<file path="src/rtl/mcu_timer.sv">
// mcu_timer: countdown timer with period load, run/pause, readback and one-clk expiry pulse; optional prescaler under MCU_TIMER_PRESCALE_EN
module mcu_timer #(
  parameter int AUTO_RELOAD = 1,
  parameter int PRESCALE    = 4
) (
  input  logic        clk,
  input  logic        rst,
  input  logic        timer_cs,
  input  logic        timer_wr,
  input  logic        timer_start,
  input  logic        timer_rd,
  input  logic [15:0] timer_datain,
  output logic [15:0] timer_value,
  output logic        timer_INT
);
  typedef enum logic [1:0] {IDLE, LOADED, RUN, DONE} state_t;
  state_t state, state_n;
  logic [15:0] reload_reg, reload_n, count, count_n;
  logic int_n, wr, run, tick;
  assign wr  = timer_cs & timer_wr;
  assign run = timer_cs & timer_start;
`ifdef MCU_TIMER_PRESCALE_EN
  logic [7:0] pre, pre_n;
  assign tick  = pre == 8'(PRESCALE - 1);
  // prescaler only advances while actively running; any write, pause or exit restarts it
  assign pre_n = (wr || state != RUN || !run || tick) ? 8'd0 : pre + 8'd1;
  // prescaler register
  always_ff @(posedge clk or posedge rst)
    if (rst) pre <= 8'd0;
    else pre <= pre_n;
`else
  localparam int unused_prescale = PRESCALE;
  assign tick = 1'b1;
`endif
  // next state: write wins over everything, including a coincident expiry
  always_comb begin
    state_n  = state;
    count_n  = count;
    reload_n = reload_reg;
    int_n    = 1'b0;
    if (wr) begin
      reload_n = timer_datain;
      count_n  = timer_datain;
      state_n  = LOADED;
    end else if (state == LOADED && run) begin
      state_n = RUN;
    end else if (state == RUN) begin
      if (!run) state_n = LOADED;
      else if (tick && count != 16'd1) count_n = count - 16'd1;
      else if (tick) begin
        int_n   = 1'b1;
        count_n = AUTO_RELOAD != 0 ? reload_reg : 16'd0;
        state_n = AUTO_RELOAD != 0 ? RUN : DONE;
      end
    end
  end
  // state, count, period and interrupt registers
  always_ff @(posedge clk or posedge rst)
    if (rst) begin
      state      <= IDLE;
      count      <= 16'd0;
      reload_reg <= 16'd0;
      timer_INT  <= 1'b0;
    end else begin
      state      <= state_n;
      count      <= count_n;
      reload_reg <= reload_n;
      timer_INT  <= int_n;
    end
  // readback snapshot of the pre-edge count
  always_ff @(posedge clk or posedge rst)
    if (rst) timer_value <= 16'd0;
    else if (timer_cs && timer_rd) timer_value <= count;
endmodule

</file>
<file path="config.mk">
export PLATFORM = sky130hd
export DESIGN_NAME = mcu_timer
export DESIGN_NICKNAME = d
export VERILOG_FILES = /design/src/rtl/mcu_timer.sv
export SDC_FILE = /design/constraint.sdc
export NUM_CORES = 1
export LEC_CHECK = 0
export BUFFER_PORTS_ARGS = -buffer_cell sky130_fd_sc_hd__buf_4
export CAP_MARGIN = 20
export CORE_ASPECT_RATIO = 2
export CORE_MARGIN = 3
export CORE_UTILIZATION = 51
export CTS_CLUSTER_DIAMETER = 30
export DETAILED_ROUTE_END_ITERATION = 10
export GPL_ROUTABILITY_DRIVEN = 0
export PLACE_DENSITY_LB_ADDON = 0.12
export SYNTH_ARGS = -nofsm -noshare
export SYNTH_HDL_FRONTEND = slang
export SYNTH_SLANG_ARGS = --single-unit
</file>
<file path="constraint.sdc">
create_clock -name clk -period 1.9 [get_ports clk]
set_input_delay 0.19 -clock clk [delete_from_list [all_inputs] [get_ports clk]]
set_output_delay 0.19 -clock clk [all_outputs]
set_load 0.02 [all_outputs]
</file>
# Word-level counts from Yosys, hierarchy flattened
# Index checks and enable logic that the tools add are counted.
op_classes:
  n_addsub: 1
  eq_ne: 5
  n_mux: 15
  n_bitwise: 2
  reduce_logical: 7
op_table:
  columns: ["cell", "n"]
  rows:
  - ["16-bit two-way mux", 5]
  - ["16-bit by 1-bit != test with 1-bit output (second input constant)", 1]
  - ["16-bit by 1-bit subtractor with 16-bit output (second input constant)", 1]
  - ["2-bit two-way mux", 5]
  - ["1-bit two-way mux", 5]
  - ["4-bit != test (second input constant)", 1]
  - ["2-bit nonzero test", 2]
  - ["3-bit AND reduction", 1]
  - ["3-bit nonzero test", 1]
  - ["1-bit bitwise AND", 2]
  - ["2-bit by 1-bit equality test with 1-bit output (second input constant)", 1]
  - ["2-bit equality test (second input constant)", 1]
  - ["1-bit logical AND", 2]
  - ["2-bit != test (second input constant)", 1]
  - ["2-bit AND reduction", 1]
word_totals:
  ff_bits: 51
  output_inout_bits: 17
  word_cells: 35

# Logic depth before layout (Yosys ltp)
logic_depth:
  depth_word: 6
  ltp_mapped: 8
  ltp_nobuf: 7

# Worst setup path before layout
# No wires, ideal clock.
synth_path:
  path_kind: "flip-flop to flip-flop"
  startpoint: "register count[1]"
  endpoint: "register count[12]"
  setup_time_ns: 0.126
  arrival_ns: 1.809
  path_slack_ns: -0.035
  stages_incl_launch_ff: 9
  n_path_buf: 1
  synth_period_minus_slack_ns: 1.935
  cell_sequence: "dfrtp_1 > inv_1 > ha_1 > nor3b_1 > nand4_1 > buf_2 > o21ai_0 > a21oi_1 > a221o_1"
synth_between:
  elab_chain_cells: 6
synth_rtl:
  columns: ["item", "line", "rtl"]
  rows:
  - ["start: declaration", "18", "logic [15:0] reload_reg, reload_n, count, count_n;"]
  - ["start signal: assignment", "66", "count <= count_n;"]
  - ["16-bit by 1-bit subtractor with 16-bit output or 16-bit by 1-bit != test with 1-bit output (tied branches)", "49", "else if (tick && count != 16'd1) count_n = count - 16'd1;"]
  - ["16-bit two-way mux (*)", "49", null]
  - ["16-bit two-way mux (*)", "48", "if (!run) state_n = LOADED;"]
  - ["16-bit two-way mux (*)", "47", "end else if (state == RUN) begin"]
  - ["16-bit two-way mux (*)", "45", "end else if (state == LOADED && run) begin"]
  - ["16-bit two-way mux (*)", "41", "if (wr) begin"]
# Mark *: on every way between the ends. The rest lies on a longest branch, timed or not. The select of a mux whose other input is x is not followed.
# A chain may end at the register's enable or synchronous reset.

# Worst setup path after layout
layout_path:
  startpoint: "register count[5]"
  endpoint: "register count[11]"
# Same word-level chain as after synthesis.

==> flow_summary_export.csv <==
group,metric,value,unit
status,outcome,"complete, but fails checks",
status,violations,"setup timing",
yosys,synth_flop_cell,"dfrtp_1",
floorplanning,die_w,56.3,um
place,hpwl,4760,um
critical_path,required,2080,ps
clock_tree,clock-sinks,51,
cells_and_area,antenna-diode-count,0,
yosys,syn_nets,285,
routing,drc,0,
critical_path,cp-start-kind,"register",
routing,routedWlPerCell,17.0,um
yosys,ys_seq_area_frac,0.494,
place,pre_cts_slack,-27.6,ps
clock_tree,tritoncts,"built",
yosys,async_reset_ff_frac,1.00,
yosys,synth-edff-count,0,
critical_path,worstPathMaxFanout,5,
cells_and_area,drive_gt1_frac,0.340,
timing,post-route-min-period,1950,ps
yosys,syn_area,2580,um2
critical_path,crit_path_end_kind,"register",
cells_and_area,nNetsFinal,352,
clock_tree,cts.clk_slew.worst_paths,90,ps
place,port-buffer-count,38,
floorplanning,start_util,0.531,
routing,drt-pass1-iter-count,4,
critical_path,crit_type,"register to register",
clock_tree,cts_max_path_buffers,2,
grt,grt_use_met1,0.243,
timing,worstMarginPinSlew,299,ps
routing,totalWireLength,6550,um
worst_hold_path,hold_class,"input port to register",
grt,use_met2,0.425,
routing,ant_nets,0,
routing,drtIter0Drc,74,
grt,grt.total_usage,0.227,
job,drv_cap,0,
timing,max_freq,0.512,GHz
floorplanning,num_io_pins,39,
yosys,synth_seq_cells,51,
floorplanning,die_area,6000,um2
power,vdd_ir_drop_max,0.706,mV
grt,grt_max_degree,52,
timing,relSlewSlack,0.799,
clock_tree,htreeDepth,2,
grt,first_global_vias,2271,
clock_tree,clkLatencyLatePin,300,ps
floorplanning,core_area,4860,um2
timing,setup_viol,1,
cells_and_area,fill_cells,407,
grt,met3_usage,0.0349,
grt,antenna_found_initial,0,
cells_and_area,syn2layout_area_growth,28.4,%
timing,skew,7.11,ps
floorplanning,rows,36,
timing,layout_worst_path_cycle_share,1.03,
routing,vias,2234,
routing,vias_per_cell,5.79,
grt,grt_first_pass_wirelength,10600,um
cells_and_area,finalInstanceArea,3310,um2
clock_tree,clock-root-buffer,"clkbuf_8",
yosys,synth.distinct_cells,50,
clock_tree,cts_made_buffers,5,
yosys,syn_avg_cell_area,9.89,um2
grt,grt_remaining_overflow,0,
power,leakage,1.55,nW
timing,rsz0062_at_grt,"yes",
floorplanning,die_y,107,um
timing,drv_slew,0,
yosys,synth_warnings,0,
timing,postLayoutSetupSlackWorst,-52.2,ps
critical_path,cp.arrival,2140,ps
grt,top_usage_layer,"met2",
timing,final_hold_viol_count,0,
place,post_dp_cell_area,3110,um2
power,powerDensity,973,nW/um2
yosys,netlist_instances,261,
[cells in the final DEF (no fill, tap or decap), types with 4 or more instances in the layout]
master | netlist | routed
inv_1 | 9 | 7
or3_1 | 5 | 4
clkbuf_8 | 0 | 5
nor4_4 | 3 | 4
buf_4 | 1 | 70
a221o_1 | 6 | 6
nand2_1 | 60 | 60
xor2_1 | 6 | 6
dfrtp_1 | 51 | 49
nor2_1 | 5 | 5
a31oi_1 | 4 | 4
mux2_2 | 13 | 13
o21ai_1 | 2 | 4
nor3_1 | 5 | 4
o21ai_0 | 17 | 15
a21oi_1 | 10 | 9
[synthesized netlist by cell type, types with 3 or more instances]
cell / number / share of area
a21oi_1: 10 / 0.019
a221o_1: 6 / 0.023
a31oi_1: 4 / 0.0097
buf_2: 3 / 0.0058
clkbuf_1: 12 / 0.017
dfrtp_1: 51 / 0.49
inv_1: 9 / 0.013
mux2_2: 13 / 0.057
nand2_1: 60 / 0.087
nand3_1: 3 / 0.0058
nor2_1: 5 / 0.0073
nor3_1: 5 / 0.0097
nor3b_1: 3 / 0.0087
nor4_4: 3 / 0.025
o21ai_0: 17 / 0.033
o221ai_1: 3 / 0.010
or3_1: 5 / 0.012
xnor2_1: 3 / 0.010
xor2_1: 6 / 0.020
[through the flow]
stage | total power, mW | std cells | hold slack (ps) | util | TNS, ps
2_1_floorplan | 2.10 | 261 | 295 | - | 0
3_3_place_gp | 2.55 | 369 | 263 | 0.639 | 0
3_5_place_dp | 2.58 | 369 | 265 | 0.639 | -27.6
4_1_cts | 3.19 | 378 | 84.5 | 0.662 | -21.7
5_1_grt | 3.43 | 386 | 95.3 | 0.681 | -914
6_report | 3.23 | 386 | 88.1 | 0.681 | -52.2
[worst max-delay path: stages, from the launching register on]
cell	delay, ps
dfrtp_1	460
nor4_4	340
nand4_1	300
buf_4	230
o21ai_0	180
a21oi_1	60
a221o_1	260
[power breakdown]
group / internal, mW / leakage [nW] / switching, mW
combinational: 0.550 / 0.883 / 0.564
clock: 0.258 / 0.0412 / 0.344
sequential: 1.30 / 0.623 / 0.206
total: 2.11 / 1.55 / 1.11
[logic make-up after synthesis]
kind of cell	Yosys count	share of synthesized area
mux	15	0.0645
simple gates	98	0.203
compound gates	58	0.150
fa+ha+maj	4	0.0174
flops	51	0.494
buf+inv	26	0.0407
xor+xnor	9	0.0305
[layer usage]
layer | wire, um | part of all wire
met5 | 0 | 0
met4 | 189 | 0.029
met3 | 297 | 0.045
met2 | 3630 | 0.55
met1 | 2430 | 0.37
[final timing paths]
check / startpoint / to / slack (ps) / cells past startpoint
setup / recovery: count[5] / count[11] / -50 / 6
hold / removal: timer_datain[0] / reload_reg[0] / 90 / 3
setup reg to reg: count[5] / count[11] / -50 / 6
hold reg to reg: reload_reg[13] / reload_reg[13] / 480 / 2
max in group asynchronous: rst / count[0] / 1170 / 4
min in group asynchronous: rst / reload_reg[10] / 480 / 4
[final cells by class]
cell class,instances,area (um2),share of cell area
Inverter,9,33.8,0.0102
Timing Repair Buffer,77,599,0.181
Clock inverter,2,12.5,0.00378
Tap cell,57,71.3,0.0215
Sequential cell,51,1280,0.386
Multi-Input combinational cell,184,1250,0.376
Clock buffer,6,72.6,0.0219
[timing repair]
item | in CTS | in global routing
buffers inserted | 0 | 6
endpoints found under the setup margin | 2 | 8
resized for setup | 3 | 12
hold endpoints to repair | 51 | 0
hold buffers | 1 | 0
pin swaps | 0 | 8
gates cloned | 0 | 2
No activity file was read; power rests on OpenSTA's default activity.
